File: config.mk
export PLATFORM = sky130hd
export DESIGN_NAME = pf_rom_arbiter
export DESIGN_NICKNAME = d
export VERILOG_FILES = /design/src/rtl/pf_rom_arbiter.sv
export SDC_FILE = /design/constraint.sdc
export NUM_CORES = 1
export LEC_CHECK = 0
export BUFFER_PORTS_ARGS = -buffer_cell sky130_fd_sc_hd__buf_2
export CAP_MARGIN = 25
export CORE_UTILIZATION = 45
export CTS_CLUSTER_DIAMETER = 100
export DETAILED_ROUTE_END_ITERATION = 10
export PLACE_DENSITY_LB_ADDON = 0.08
export SYNTH_ARGS = -nofsm -noshare
export SYNTH_HDL_FRONTEND = slang
export SYNTH_SLANG_ARGS = --single-unit
export TNS_END_PERCENT = 5
File: constraint.sdc
create_clock -name CLK_32M -period 4.5 [get_ports CLK_32M]
set_input_delay 0.225 -clock CLK_32M [delete_from_list [all_inputs] [get_ports CLK_32M]]
set_output_delay 0.225 -clock CLK_32M [all_outputs]
set_load 0.02 [all_outputs]
File: src/rtl/pf_rom_arbiter.sv
// Round-robin arbiter for three playfield tile fetches onto one 64-bit SDRAM read port.
// Optional per-port one-line cache enabled by defining PF_ROM_CACHE_EN.
module pf_rom_arbiter #(
   parameter logic [24:0] BASE_ADDR = 25'h000000
) (
   input  logic        CLK_32M,
   input  logic        RESET,
   input  logic [20:0] addr_a,
   input  logic [20:0] addr_b,
   input  logic [20:0] addr_c,
   input  logic        req_a,
   input  logic        req_b,
   input  logic        req_c,
   output logic [31:0] data_a,
   output logic [31:0] data_b,
   output logic [31:0] data_c,
   output logic        rdy_a,
   output logic        rdy_b,
   output logic        rdy_c,
   output logic [24:0] sdr_addr,
   output logic        sdr_req,
   input  logic [63:0] sdr_data,
   input  logic        sdr_rdy,
   input  logic        flush
);

   typedef enum logic [1:0] {IDLE, ISSUE, WAIT, DONE} state_t;

   state_t      st;
   logic [1:0]  ptr;
   logic [1:0]  gnt;
   logic        gsel;
   logic [2:0]  mask;
   logic [2:0]  elig;
   logic [1:0]  win;
   logic [1:0]  p;
   logic        found;
   logic [20:0] waddr;
   logic        hit;
   logic [31:0] hit_word;
   logic        fin;
   logic [1:0]  fin_port;
   logic [31:0] fin_word;

   function automatic logic [1:0] nxt(input logic [1:0] q);
      return (q == 2'd2) ? 2'd0 : q + 2'd1;
   endfunction

   // A port is blocked for one cycle after its rdy so a late drop is not re-served
   assign elig = {req_c, req_b, req_a} & ~mask;

   always_comb begin
      found = 1'b0;
      win   = ptr;
      p     = ptr;
      for (int i = 0; i < 3; i++) begin
         if (!found && elig[p]) begin
            found = 1'b1;
            win   = p;
         end
         p = nxt(p);
      end
   end

   always_comb begin
      case (win)
         2'd1:    waddr = addr_b;
         2'd2:    waddr = addr_c;
         default: waddr = addr_a;
      endcase
   end

`ifdef PF_ROM_CACHE_EN
   logic [2:0]  cvalid;
   logic [19:0] ctag  [3];
   logic [63:0] cline [3];
   logic [19:0] gtag;

   always_comb begin
      hit      = found && cvalid[win] && (ctag[win] == waddr[20:1]);
      hit_word = waddr[0] ? cline[win][63:32] : cline[win][31:0];
   end

   always_ff @(posedge CLK_32M or posedge RESET) begin
      if (RESET) begin
         cvalid <= '0;
         gtag   <= '0;
         for (int i = 0; i < 3; i++) begin
            ctag[i]  <= '0;
            cline[i] <= '0;
         end
      end else begin
         if (st == IDLE && found)
            gtag <= waddr[20:1];
         if (st == WAIT && sdr_rdy) begin
            ctag[gnt]   <= gtag;
            cline[gnt]  <= sdr_data;
            cvalid[gnt] <= 1'b1;
         end
         // flush overrides a fill landing in the same cycle
         if (flush)
            cvalid <= '0;
      end
   end
`else
   logic unused_flush;

   assign hit          = 1'b0;
   assign hit_word     = '0;
   assign unused_flush = flush;
`endif

   always_comb begin
      fin      = 1'b0;
      fin_port = gnt;
      fin_word = gsel ? sdr_data[63:32] : sdr_data[31:0];
      if (st == IDLE && found && hit) begin
         fin      = 1'b1;
         fin_port = win;
         fin_word = hit_word;
      end else if (st == WAIT && sdr_rdy) begin
         fin = 1'b1;
      end
   end

   always_ff @(posedge CLK_32M or posedge RESET) begin
      if (RESET) begin
         st       <= IDLE;
         ptr      <= 2'd0;
         gnt      <= 2'd0;
         gsel     <= 1'b0;
         mask     <= '0;
         sdr_req  <= 1'b0;
         sdr_addr <= BASE_ADDR;
         rdy_a    <= 1'b0;
         rdy_b    <= 1'b0;
         rdy_c    <= 1'b0;
         data_a   <= '0;
         data_b   <= '0;
         data_c   <= '0;
      end else begin
         mask    <= {rdy_c, rdy_b, rdy_a};
         sdr_req <= 1'b0;
         unique case (st)
            IDLE: begin
               if (found) begin
                  gnt  <= win;
                  gsel <= waddr[0];
                  ptr  <= nxt(win);
                  if (hit) begin
                     st <= DONE;
                  end else begin
                     st       <= ISSUE;
                     sdr_req  <= 1'b1;
                     sdr_addr <= BASE_ADDR + {2'b00, waddr[20:1], 3'b000};
                  end
               end
            end
            ISSUE: st <= WAIT;
            WAIT:  if (sdr_rdy) st <= DONE;
            DONE:  st <= IDLE;
            default: st <= IDLE;
         endcase
         rdy_a <= fin && (fin_port == 2'd0);
         rdy_b <= fin && (fin_port == 2'd1);
         rdy_c <= fin && (fin_port == 2'd2);
         if (fin && fin_port == 2'd0) data_a <= fin_word;
         if (fin && fin_port == 2'd1) data_b <= fin_word;
         if (fin && fin_port == 2'd2) data_c <= fin_word;
      end
   end

endmodule
# [Yosys cells after proc, flatten, opt, wreduce, memory -nomap -nowiden]
# Index checks and enable logic that the tools add are counted.
[totals] out_inout_bits=125 inputBits=134 reg_bits=130
[classes] n_lt_le_gt_ge=3 n_eq_ne=11 bitwise=2 n_reduce_logical=12 add_sub_neg=3 mux=22
[ops] operator="one-hot mux 21 bit (2 select lines)" n=1
[ops] operator="two-way mux 32 bit" n=1
[ops] operator="two-way mux 2 bit" n=7
[ops] operator="== test 2 bit (second input constant)" n=6
[ops] operator="less-than comparator 2 x 3 -> 1 bit (second input constant)" n=3
[ops] operator="two-way mux 1 bit" n=9
[ops] operator="one-hot mux 2 bit (4 select lines)" n=1
[ops] operator="adder 2 x 1 -> 2 bit (second input constant)" n=3
[ops] operator="binary-select mux 1 bit (select 2 bit)" n=3
[ops] operator="== test 2 x 1 -> 1 bit (second input constant)" n=3
[ops] operator="logical AND 1 bit" n=6
[ops] operator="zero test 2 bit" n=2
[ops] operator="!= test 2 bit (second input constant)" n=2
[ops] operator="AND reduction 2 bit" n=2
[ops] operator="AND 3 bit" n=1
[ops] operator="inverter 3 bit" n=1
[ops] operator="zero test 1 bit" n=2

# [Logic depth before layout (Yosys ltp)]
# Gate-level depths: netlist of the first run.
[depth] depth_word=13 depth_mapped=10 mapped_depth_nobuf=8

# [Least setup slack after synthesis of the first run]
# Ideal clock, no wire load.
[synth_path] path_kind="register to register" start="register mask[0]" end="register sdr_addr[11]" n_path_buf=2 path_stages_with_launch=10 required_time_ns=4.375 synth_period_minus_slack_ns=2.144 path_slack_ns=2.356 t_arrival_ns=2.018 setup_ns=0.125 cell_sequence="dfrtp_1 > and2b_4 > or2b_1 > a2bb2oi_1 > ha_1 > clkbuf_1 > clkbuf_1 > nor2_1 > a21oi_1 > mux2_4"
[synth_between] elab_chain_cells=13
[synth_rtl] element="from (decl)" line="33" source="logic [2:0] mask;"
[synth_rtl] element="from (signal assigned)" line="142" source="mask <= {rdy_c, rdy_b, rdy_a};"
[synth_rtl] element="inverter 3 bit (*)" line="50" source="assign elig = {req_c, req_b, req_a} & ~mask;"
[synth_rtl] element="AND 3 bit (*)" line="50"
[synth_rtl] element="binary-select mux 1 bit (select 2 bit)" line="57" source="if (!found && elig[p]) begin"
[synth_rtl] element="two-way mux 1 bit (not written as such)" line="57"
[synth_rtl] element="two-way mux 1 bit" line="57"
[synth_rtl] element="zero test 1 bit" line="57"
[synth_rtl] element="logical AND 1 bit" line="57"
[synth_rtl] element="two-way mux 1 bit" line="57"
[synth_rtl] element="zero test 1 bit" line="57"
[synth_rtl] element="logical AND 1 bit" line="57"
[synth_rtl] element="two-way mux 2 bit" line="57"
[synth_rtl] element="== test 2 bit or == test 2 x 1 -> 1 bit (tied branches)" line="66" source="case (win)"
[synth_rtl] element="one-hot mux 21 bit (2 select lines)" line="66"
[synth_rtl] element="to (signal assigned)" line="155" source="sdr_addr <= BASE_ADDR + {2'b00, waddr[20:1], 3'b000};"
[synth_rtl] element="to (decl)" line="20" source="output logic [24:0] sdr_addr,"
# Every way passes the cells marked *; elsewhere a longest branch is shown, timed or not. The select of a mux whose other input is x is not followed.
# A chain may end at the register's enable or synchronous reset.

# [Worst setup path after layout of the first run]
[layout_path] start="register ptr[0]" end="register sdr_addr[10]"
[layout_between] elab_chain_cells=11
[layout_rtl] element="from (decl)" line="30" source="logic [1:0] ptr;"
[layout_rtl] element="from (signal assigned)" line="149" source="ptr <= nxt(win);"
[layout_rtl] element="parallel branches: the longest is 8 deep, another holds adder 2 x 1 -> 2 bit"
[layout_rtl] element="two-way mux 2 bit (*)" line="57"
[layout_rtl] element="net win[0]" line="35" source="logic [1:0] win;"
[layout_rtl] element="== test 2 bit or == test 2 x 1 -> 1 bit (tied branches)" line="66"
[layout_rtl] element="one-hot mux 21 bit (2 select lines) (*)" line="66"
# Mark *: on every way through the listed nets, which the timed path passes. The select of a mux whose other input is x is not followed.

==> metrics.csv, run 1 <==
stage,metric,value,unit
global_routing,grt_overflow_total,0,
setup_path,end_kind,register,
routing,wire_per_inst,14.9,um
place,numPortBuffers,252,
setup_path,cp.required,4.80,ns
setup_path,crit_type,reg -> reg,
clock_tree,htree_levels,4,
pwr,powerDensity,820,mW/mm^2
place,place_ws,1.84,ns
routing,viasPerCell,4.91,
die,dieWidth,114,um
pwr,peakVddDrop,411,uV
global_routing,antenna_found_initial,0,
routing,first_pass_iters,4,
routing,routed_wl,14200,um
setup_path,reg2reg_depth,8,
sta,relSlewSlack,32.1,%
sta,hold_viol,0,
clock_tree,cts_tree,built,
setup_path,critPathLaunch,ptr[0]$_DFFE_PP0P_,
layout,utilization,62.8,%
setup_path,timing.rr.end,sdr_addr[10]$_DFFE_PP0P_,
pwr,combPwrFrac,44.9,%
global_routing,grt_pass1_vias,4457,
job,max_cap_viol_count,0,
clock_tree,cts_root_buffer,clkbuf_16,
layout,layout_common_cells,"252 x buf_2, 129 x dfrtp_1, 65 x nand2_1, 64 x o21ai_0, 55 x nor2_1",
sta,max_freq,376,MHz
die,placementRows,40,
die,initial_core_util,46.6,%
die,die_h,114,um
setup_path,r2r_slack,1.84,ns
hold_path,min_to,data_b[27]$_DFFE_PP0P_,
sta,fin_crit,2.66,ns
routing,route.vias.total,4665,
pwr,p_int,0.00372,W
global_routing,grt_max_degree,71,
routing,ant_nets,0,
setup_path,cp_max_fo,21,
synthesis,ys.warnings.count,0,
place,placed_cell_area,0.00703,mm^2
layout,layout_commonest_cell,buf_2,
pwr,power.leakage,4.01,nW
die,fp.dieArea,0.0130,mm^2
sta,fin_skew,0.00653,ns
global_routing,grt_usage,22.7,%
status,status,finished clean,
routing,drc,0,
pwr,p_sw,0.00255,W
sta,fin_ws,1.84,ns
sta,setup_tns,0,ns
clock_tree,clk_pin_slew_worst_paths,0.06,ns
layout,finalNetCount,910,
synthesis,synth_cell_type_count,33,
clock_tree,cts_resized,0,
sta,slew_viol_final,0,
sta,setup_viol,0,
setup_path,cp-start-kind,register,
pwr,sequentialPowerShare,33.4,%
die,ioPinCount,259,
layout,area_growth,34.9,%
layout,postLayoutCellArea,0.00764,mm^2
clock_tree,cts_max_path_buffers,2,
synthesis,avgSynthCellArea,10.7,um^2
global_routing,grt_pass1_wl,22300,um
clock_tree,cts-buffers-inserted,17,
synthesis,yosys-top-cells-area,"dfrtp_1 57%, mux2i_1 5.8%, o21ai_0 5.7%",
synthesis,yosysTopAreaCell,dfrtp_1,
layout,diodes,0,
synthesis,synth_top_area_share,57.5,%
place,place_hpwl,10200,um
pwr,pwr-share-clk,21.7,%
pwr,netSwitchingFraction,40.7,%
setup_path,r2r-start,ptr[0]$_DFFE_PP0P_,
place,place_congestion,0.784,
synthesis,synth_area,0.00566,mm^2
setup_path,arrival,2.95,ns
synthesis,synth-seq-area-share,57.5,%
clock_tree,cts_setup_buffers,0,
sta,worst_pin_slew,1.02,ns
clock_tree,clock_sinks,130,
sta,rsz0062_at_grt,false,
sta,period_share,59.0,%
clock_tree,clk-insertion-delay-late,0.41,ns
synthesis,syn_inst,527,
routing,drt_iter0_markers,170,
hold_path,hold_path_class,in -> reg,
hold_path,hold_depth,3,
synthesis,synth-seq-cells,130,
layout,drive_gt1_share,41.6,%
hold_path,min_from,sdr_data[59],
die,core,0.0122,mm^2
[cells by family (layout without fill, tap and decap cells)]
| group | Yosys count | in the layout | share of synthesized area, % |
|---|---|---|---|
| AO/OA/AOI/OAI | 147 | 147 | 14.6 |
| AND/OR/NAND/NOR | 131 | 131 | 9.55 |
| flip-flops | 130 | 130 | 57.5 |
| multiplexers | 58 | 58 | 12.1 |
| buffers and inverters | 53 | 304 | 4.73 |
| adder cells (fa/ha/maj) | 7 | 7 | 1.55 |
| other | 1 | 5 | 0.0662 |
[routing by layer]
| layer | up-vias | part of all wire [%] | track usage [%] |
|---|---|---|---|
| li1 | 2292 | - | - |
| met1 | 2182 | 41 | 26.9 |
| met4 | 0 | 1.2 | 9.00 |
| met5 | - | 0 | 0 |
| met3 | 13 | 6.9 | 6.41 |
| met2 | 178 | 51 | 38.9 |
[cell usage after synthesis (all sizes together)]
library cell and n:
nor2 55, o22ai 2, a211o 1, mux2i 33, a2111oi 1, a22o 1, and2b 3, dfrtp 130
a2bb2oi 1, clkbuf 20, conb 1, or3 1, mux2 25, or2b 1, nand2 67, nor3b 1
buf 21, ha 7, a21oi 54, nor3 1, nand4 1, nand2b 1, o32a 1, inv 12
o21ai 65, a22oi 21
[critical path, stage by stage, from the launching register on]
cell and delay, ns:
dfrtp_1 0.44, nor3b_1 0.22, o22ai_1 0.11, a2bb2oi_1 0.41, inv_1 0.14, ha_1 0.49, a22oi_1 0.35, a21oi_1 0.12
mux2_4 0.27
[through the flow]
step,hold slack (ns),cells,power [W]
finish,0.145,950,0.00626
floorplan,0.454,531,0.00402
detailed placement,0.126,917,0.00494
global placement,0.122,915,0.00482
global route,0.162,950,0.00669
CTS,0.126,950,0.00633
[worst max path at each step]
stage / to / slack [ns] / cells past startpoint
after floorplan: data_a[0]$_DFFE_PP0P_ / 0.81 / 1
after global placement: sdr_addr[9]$_DFFE_PP0P_ / 1.79 / 6
after detailed placement: sdr_addr[10]$_DFFE_PP0P_ / 1.84 / 8
after CTS: sdr_addr[10]$_DFFE_PP0P_ / 1.81 / 8
after global routing: sdr_addr[10]$_DFFE_PP0P_ / 1.64 / 8
final: sdr_addr[10]$_DFFE_PP0P_ / 1.84 / 8
[registers in the layout, indices dropped and copies added (netlist names)]
signal,cells
fin_port,2
sdr_addr,20
data_a,32
rdy_b,1
ptr,2
st,2
rdy_a,1
data_b,32
sdr_req,1
rdy_c,1
gsel,1
data_c,32
mask,3
[power by group through the flow]
| stage | clock network [W] | registers, W | logic [W] |
|---|---|---|---|
| finish | 0.00136 | 0.00209 | 0.00281 |
| global route | 0.00144 | 0.00216 | 0.00309 |
| CTS | 0.00139 | 0.00209 | 0.00285 |
| detailed placement | 0 | 0.00210 | 0.00283 |
| global placement | 0 | 0.00208 | 0.00274 |
| floorplan | 0 | 0.00265 | 0.00136 |
[repair_timing]
action / in CTS / in global routing
endpoints found under the hold margin: 8 / 0
hold buffers: 1 / 0
setup endpoints to repair: 0 / 0
[layout make-up]
| type | instances | area [um^2] |
|---|---|---|
| repair buffers | 260 | 1360 |
| clock inverters | 12 | 131 |
| fillers | 1048 | 4530 |
| well taps | 168 | 210 |
| flip-flops and latches | 130 | 3250 |
| clock buffers | 20 | 467 |
| inverters | 12 | 47.5 |
| multi-input cells | 348 | 2160 |
Power figures use the tool's default switching activity.
==> run 2, diff against run 1 <==
clock period = 2.61 ns   (was 4.5 ns; I/O delays follow)
==> metrics.csv, run 2 (synthesis gave the netlist of run 1 again) <==
stage,metric,value,unit,change
global_routing,grt_pass1_wl,22900,um,+2.8%
routing,drc,0,,unchanged
pwr,combPwrFrac,45.1,%,+0.2 points
sta,max_freq,429,MHz,+14%
routing,drt_iter0_markers,190,,+12%
setup_path,end_kind,register,,
pwr,p_int,0.00653,W,+76%
place,place_congestion,0.821,,+4.7%
die,die_h,114,um,unchanged
setup_path,cp.required,2.90,ns,-1.90 ns
place,placed_cell_area,0.00706,mm^2,+0.45%
clock_tree,clk-insertion-delay-late,0.41,ns,about the same
die,initial_core_util,46.6,%,unchanged
layout,area_growth,35.8,%,
pwr,sequentialPowerShare,32.6,%,-0.8 points
routing,wire_per_inst,15.3,um,+2.5%
pwr,peakVddDrop,816,uV,+99%
setup_path,arrival,2.62,ns,-0.33 ns
pwr,netSwitchingFraction,40.2,%,-0.48 points
sta,fin_skew,0.00457,ns,-0.00196 ns
global_routing,grt_usage,23.1,%,+0.42 points
hold_path,hold_path_class,in -> reg,,
clock_tree,cts-buffers-inserted,17,,unchanged
setup_path,crit_type,reg -> reg,,
routing,ant_nets,0,,unchanged
routing,met2_length,7100,um,-1.6%
layout,diodes,0,,unchanged
clock_tree,htree_levels,4,,unchanged
clock_tree,cts_setup_buffers,0,,unchanged
global_routing,grt_pass1_vias,4604,,+3.3%
die,dieWidth,114,um,unchanged
job,max_cap_viol_count,0,,unchanged
global_routing,grt_max_degree,73,,+2.8%
global_routing,grt_overflow_total,0,,unchanged
sta,fin_crit,2.33,ns,-0.323 ns
pwr,power.leakage,4.03,nW,+0.49%
sta,slew_viol_final,0,,unchanged
pwr,pwr-share-clk,22.3,%,+0.6 points
sta,relSlewSlack,59.0,%,+27 points
layout,fill_cells,1064,,+1.5%
routing,viasPerCell,4.90,,-0.24%
routing,routed_wl,14500,um,+2.5%
status,status,finished clean,,
routing,route.met3.wl,1090,um,+10%
die,fp.dieArea,0.0130,mm^2,unchanged
sta,setup_viol,0,,unchanged
place,numPortBuffers,252,,unchanged
layout,drive_gt1_share,41.7,%,+0.13 points
global_routing,antenna_found_initial,0,,unchanged
die,core,0.0122,mm^2,unchanged
sta,hold_viol,0,,unchanged
layout,layout_commonest_cell,buf_2,,
setup_path,cp-start-kind,register,,
pwr,p_sw,0.00439,W,+72%
sta,rsz0062_at_grt,false,,
layout,finalNetCount,911,,+0.11%
setup_path,cp_max_fo,21,,unchanged
layout,postLayoutCellArea,0.00769,mm^2,+0.67%
clock_tree,clock_sinks,130,,unchanged
clock_tree,clk_pin_slew_worst_paths,0.06,ns,about the same
routing,m1WireLength,6000,um,+3.2%
sta,worst_pin_slew,0.614,ns,-0.406 ns
place,place_hpwl,10400,um,+2.2%
layout,top_regs,"data_a: 32 flops, data_b: 32 flops, data_c: 32 flops",,
pwr,powerDensity,1420,mW/mm^2,+73%
die,placementRows,40,,unchanged
layout,layout_common_cells,"252 x buf_2, 129 x dfrtp_1, 65 x nand2_1, 64 x o21ai_0, 55 x nor2_1",,
die,ioPinCount,259,,unchanged
clock_tree,cts_max_path_buffers,2,,unchanged
sta,setup_tns,0,ns,unchanged
clock_tree,cts_root_buffer,clkbuf_16,,
sta,period_share,89.4,%,+30 points
clock_tree,cts_tree,built,,
routing,first_pass_iters,4,,unchanged
routing,top_layer,met4,,
routing,route.vias.total,4654,,-0.24%
## run 2: cell count changes in the layout (fill, tap and decap cells not counted), moves of 2 or more
cell / previous run / this run
buf_12: 0 / 5
buf_16: 2 / 0
ha_2: 0 / 2
ha_1: 7 / 5
buf_4: 5 / 3
## run 2: stage by stage
step / cells / utilization [%] / total power, W / setup slack [ns] / hold WS [ns]
6_report: 950 / 63.2 / 0.0109 / 0.276 / 0.0541
5_1_grt: 950 / 63.2 / 0.0116 / 0.143 / 0.0577
4_1_cts: 950 / 63.2 / 0.0110 / 0.0902 / 0.0436
3_5_place_dp: 918 / 58.0 / 0.00854 / 0.107 / 0.243
3_3_place_gp: 918 / 58.0 / 0.00838 / 0.184 / 0.231
2_1_floorplan: 531 / - / 0.00693 / 0.466 / 0.359
## run 2: power groups by stage
stage               Clock [W]  Sequential, W  Combinational (W)
floorplan                   0        0.00457            0.00235
global placement            0        0.00353            0.00485
detailed placement          0        0.00358            0.00496
CTS                   0.00248        0.00357            0.00497
global route          0.00256        0.00368            0.00540
finish                0.00243        0.00356            0.00492
## run 2: area by class of cell
class | count | area (um^2) | area share [%]
tap | 168 | 210 | 2.73
multi-input combinational | 348 | 2170 | 28.2
timing repair buffer | 261 | 1390 | 18.1
inverter | 12 | 48.8 | 0.635
clock inverter | 9 | 129 | 1.68
sequential | 130 | 3250 | 42.3
clock buffer | 22 | 484 | 6.30
## run 2: metal layers
metal | up-vias | track usage (%)
met4 | 0 | 10.3
li1 | 2277 | -
met5 | - | 0
met2 | 181 | 38.9
met1 | 2169 | 27.1
met3 | 27 | 7.20
## run 2: what timing repair did
action / 4_1_cts / 5_1_grt
resized for setup: 0 / 2
endpoints found under the setup margin: 0 / 21
hold endpoints to repair: 24 / 0
hold buffers: 1 / 0
## run 2: critical path: stages (launching register included)
cell and delay [ns]:
dfrtp_1 0.37, and2b_4 0.29, or2b_1 0.11, a2bb2oi_1 0.36, inv_1 0.13, ha_2 0.35
a22oi_1 0.23, a21oi_1 0.10, mux2_4 0.27
## run 2: final timing paths
check	slack, ns	start	end	depth (start not counted)
worst max-delay path	0.28	mask[0]$_DFF_PP0_	sdr_addr[14]$_DFFE_PP0P_	8
worst min-delay path	0.05	sdr_data[0]	data_c[0]$_DFFE_PP0P_	3
worst max register to register	0.28	mask[0]$_DFF_PP0_	sdr_addr[14]$_DFFE_PP0P_	8
worst min register to register	0.37	rdy_a$_DFF_PP0_	mask[0]$_DFF_PP0_	0
max in group asynchronous	1.43	RESET	gsel$_DFFE_PP0P_	4
min in group asynchronous	0.34	RESET	data_a[26]$_DFFE_PP0P_	3
==> run 3, diff against run 2 <==
ABC_AREA = 1   (was default)
==> metrics.csv, run 3 <==
stage,metric,value,unit,change
die,core,0.0126,mm^2,+3.8%
synthesis,ys.flop_type,dfrtp_1,,
synthesis,avgSynthCellArea,8.94,um^2,-17%
sta,hold_viol,0,,unchanged
routing,wire_per_inst,14.9,um,-2.6%
synthesis,synthXorXnorAreaFrac,0,%,unchanged
setup_path,cp-start-kind,register,,
setup_path,arrival,2.66,ns,+0.04 ns
die,placementRows,41,,+2.5%
synthesis,synth.most_common_cell,nand2_1,,
clock_tree,htree_levels,4,,unchanged
setup_path,end_kind,register,,
setup_path,cp_max_fo,21,,unchanged
routing,routed_wl,16200,um,+11%
global_routing,antenna_found_initial,2,,+2
sta,slew_viol_final,0,,unchanged
layout,top_regs,"data_a: 32 flops, data_b: 32 flops, data_c: 32 flops",,
routing,drt_iter0_markers,229,,+21%
synthesis,syn_inst,652,,+24%
pwr,sequentialPowerShare,26.9,%,-5.7 points
pwr,powerDensity,1680,mW/mm^2,+18%
synthesis,ys.warnings.count,0,,unchanged
place,numPortBuffers,252,,unchanged
sta,setup_viol,0,,unchanged
clock_tree,cts_root_buffer,clkbuf_16,,
clock_tree,clk_pin_slew_worst_paths,0.06,ns,about the same
synthesis,yosys-top-cells-area,"dfrtp_1 56%, nand2_1 10%, a31oi_1 10%",,
die,ioPinCount,259,,unchanged
pwr,power.leakage,3.92,nW,-2.6%
global_routing,grt_usage,24.1,%,+1.1 points
die,initial_core_util,46.2,%,-0.35 points
synthesis,synth_top_family_by_area,simple AND/OR/NAND/NOR gates,,
routing,drc,0,,unchanged
sta,setup_tns,0,ns,unchanged
sta,rsz0062_at_grt,false,,
global_routing,grt_pass1_vias,5106,,+11%
clock_tree,cts_max_path_buffers,2,,unchanged
global_routing,grt_pass1_wl,24600,um,+7.4%
sta,worst_pin_slew,0.757,ns,+0.144 ns
synthesis,synth_cell_type_count,25,,-24%
global_routing,grt_max_degree,55,,-25%
synthesis,yosysTopAreaCell,dfrtp_1,,
sta,relSlewSlack,49.4,%,-9.6 points
sta,period_share,89.5,%,+0.11 points
pwr,netSwitchingFraction,44.2,%,+4.0 points
synthesis,synth_edf_count,0,,unchanged
synthesis,synth-simple-area-share,20.6,%,+11 points
pwr,pwr-share-clk,18.1,%,-4.2 points
die,die_h,116,um,+1.5%
layout,finalNetCount,1039,,+14%
synthesis,synth_top_area_share,55.8,%,-1.7 points
routing,first_pass_iters,6,,+2
die,dieWidth,116,um,+1.5%
layout,drive_gt1_share,38.9,%,-2.8 points
global_routing,grt_overflow_total,0,,unchanged
setup_path,cp.required,2.94,ns,+0.04 ns
place,place_hpwl,11300,um,+7.9%
pwr,p_int,0.00740,W,+13%
pwr,p_sw,0.00586,W,+34%
synthesis,synth_fa_ha_area_share,1.50,%,-0.045 points
synthesis,async_reset_ff_share,100,%,unchanged
clock_tree,cts-buffers-inserted,17,,unchanged
routing,viasPerCell,5.07,,+3.5%
place,place_congestion,0.844,,+2.8%
synthesis,yosys-mux-area-fraction,0,%,-12 points
routing,route.vias.total,5494,,+18%
synthesis,synth_area,0.00583,mm^2,+3.0%
routing,ant_nets,0,,unchanged
setup_path,crit_type,reg -> reg,,
hold_path,hold_path_class,in -> reg,,
layout,area_growth,35.6,%,
sta,fin_crit,2.34,ns,+0.00285 ns
job,max_cap_viol_count,0,,unchanged
clock_tree,clock_sinks,130,,unchanged
layout,fill_cells,1138,,+7.0%
layout,layout_common_cells,"252 x buf_2, 162 x nand2_1, 129 x dfrtp_1, 123 x nor2_1, 97 x a31oi_1",,
clock_tree,cts_tree,built,,
die,fp.dieArea,0.0134,mm^2,+2.9%
pwr,peakVddDrop,723,uV,-11%
sta,whs,0.0177,ns,-0.0364 ns
status,status,finished clean,,
synthesis,synth-seq-area-share,55.8,%,-1.7 points
synthesis,synth-seq-cells,130,,unchanged
sta,max_freq,428,MHz,-0.12%
synthesis,synth-compound-area-share,16.6,%,+2.0 points
layout,layout_commonest_cell,buf_2,,
synthesis,synth.top_cells.by_count,"163 x nand2_1, 130 x dfrtp_1, 125 x nor2_1, 97 x a31oi_1, 20 x a31o_2",,
clock_tree,clk-insertion-delay-late,0.41,ns,about the same
pwr,combPwrFrac,54.9,%,+9.8 points
sta,fin_skew,0.00514,ns,+0.000565 ns
==> run 3: changes by cell type after synthesis, moves of 6 or more <==
cell,before,now
a21oi_1,54,0
a22oi_1,21,0
a31o_2,0,20
a31oi_1,0,97
buf_1,0,12
mux2_2,6,0
mux2_4,19,0
mux2i_1,33,0
nand2_1,65,163
nand3_1,0,11
nor2_1,55,125
o21ai_0,64,3
o21ai_2,0,18
==> run 3: layout make-up <==
cell class | instances | area, um^2 | share of cell area [%]
clock buffers | 18 | 439 | 5.56
inverters | 19 | 75.1 | 0.950
well taps | 172 | 215 | 2.72
clock inverters | 13 | 160 | 2.03
flip-flops and latches | 130 | 3250 | 41.2
multi-input cells | 461 | 2310 | 29.2
repair buffers | 269 | 1450 | 18.3
diodes | 2 | 5.00 | 0.0633
==> run 3: kinds of logic after synthesis <==
group / count (synthesis)
adder cells (fa/ha/maj): 7
AND/OR/NAND/NOR: 308
other: 1
flip-flops: 130
buffers and inverters: 65
AO/OA/AOI/OAI: 141
==> run 3: path summary, 6_finish.rpt <==
check / from / to / slack (ns) / cells past startpoint
max: ptr[0]$_DFFE_PP0P_ / sdr_addr[21]$_DFFE_PP0P_ / 0.27 / 13
min: sdr_data[56] / data_c[24]$_DFFE_PP0P_ / 0.02 / 3
max reg2reg: ptr[0]$_DFFE_PP0P_ / sdr_addr[21]$_DFFE_PP0P_ / 0.27 / 13
min reg2reg: rdy_c$_DFF_PP0_ / mask[2]$_DFF_PP0_ / 0.38 / 0
max in group asynchronous: RESET / data_c[1]$_DFFE_PP0P_ / 1.50 / 4
min in group asynchronous: RESET / rdy_c$_DFF_PP0_ / 0.39 / 3
==> run 3: per-stage QoR <==
| step | total power, W | utilization, % | setup WS, ns | cell area (um^2) | std cells |
|---|---|---|---|---|---|
| after detailed placement | 0.0107 | 57.4 | 0.260 | 7240 | 1048 |
| after global placement | 0.0105 | 57.4 | 0.327 | 7240 | 1048 |
| after global routing | 0.0143 | 62.6 | 0.0450 | 7900 | 1083 |
| final | 0.0133 | 62.6 | 0.273 | 7910 | 1084 |
| after CTS | 0.0131 | 62.2 | 0.231 | 7850 | 1080 |
| after floorplan | 0.00869 | - | 0.288 | 5850 | 656 |
==> run 3: per-layer routing <==
metal	wire [um]	track usage (%)
met3	1310	7.48
met1	6630	28.2
met4	419	11.5
met5	0	0
met2	7800	40.5
==> run 3: worst max-delay path, stage by stage, from the launching register on <==
cell and delay (ns):
dfrtp_1 0.42, inv_2 0.11, nor2_4 0.05, nand2_1 0.06
nand2_1 0.08, nor2_4 0.18, nand3_1 0.12, nand3_1 0.13
nand2_1 0.11, ha_2 0.40, buf_12 0.16, nor2_1 0.05
a31o_2 0.21, o21ai_0 0.16
==> run 3: timing repair <==
action,4_1_cts,5_1_grt
gates resized for setup,0,6
endpoints found under the setup margin,0,1
buffers inserted,0,1
hold buffers,1,0
endpoints found under the hold margin,30,0
==> run 3: power groups by stage <==
stage / registers [W] / logic, W / clock network, W
after floorplan: 0.00470 / 0.00399 / 0
after global placement: 0.00354 / 0.00698 / 0
after detailed placement: 0.00358 / 0.00710 / 0
after CTS: 0.00357 / 0.00713 / 0.00244
after global routing: 0.00369 / 0.00807 / 0.00253
final: 0.00357 / 0.00729 / 0.00241
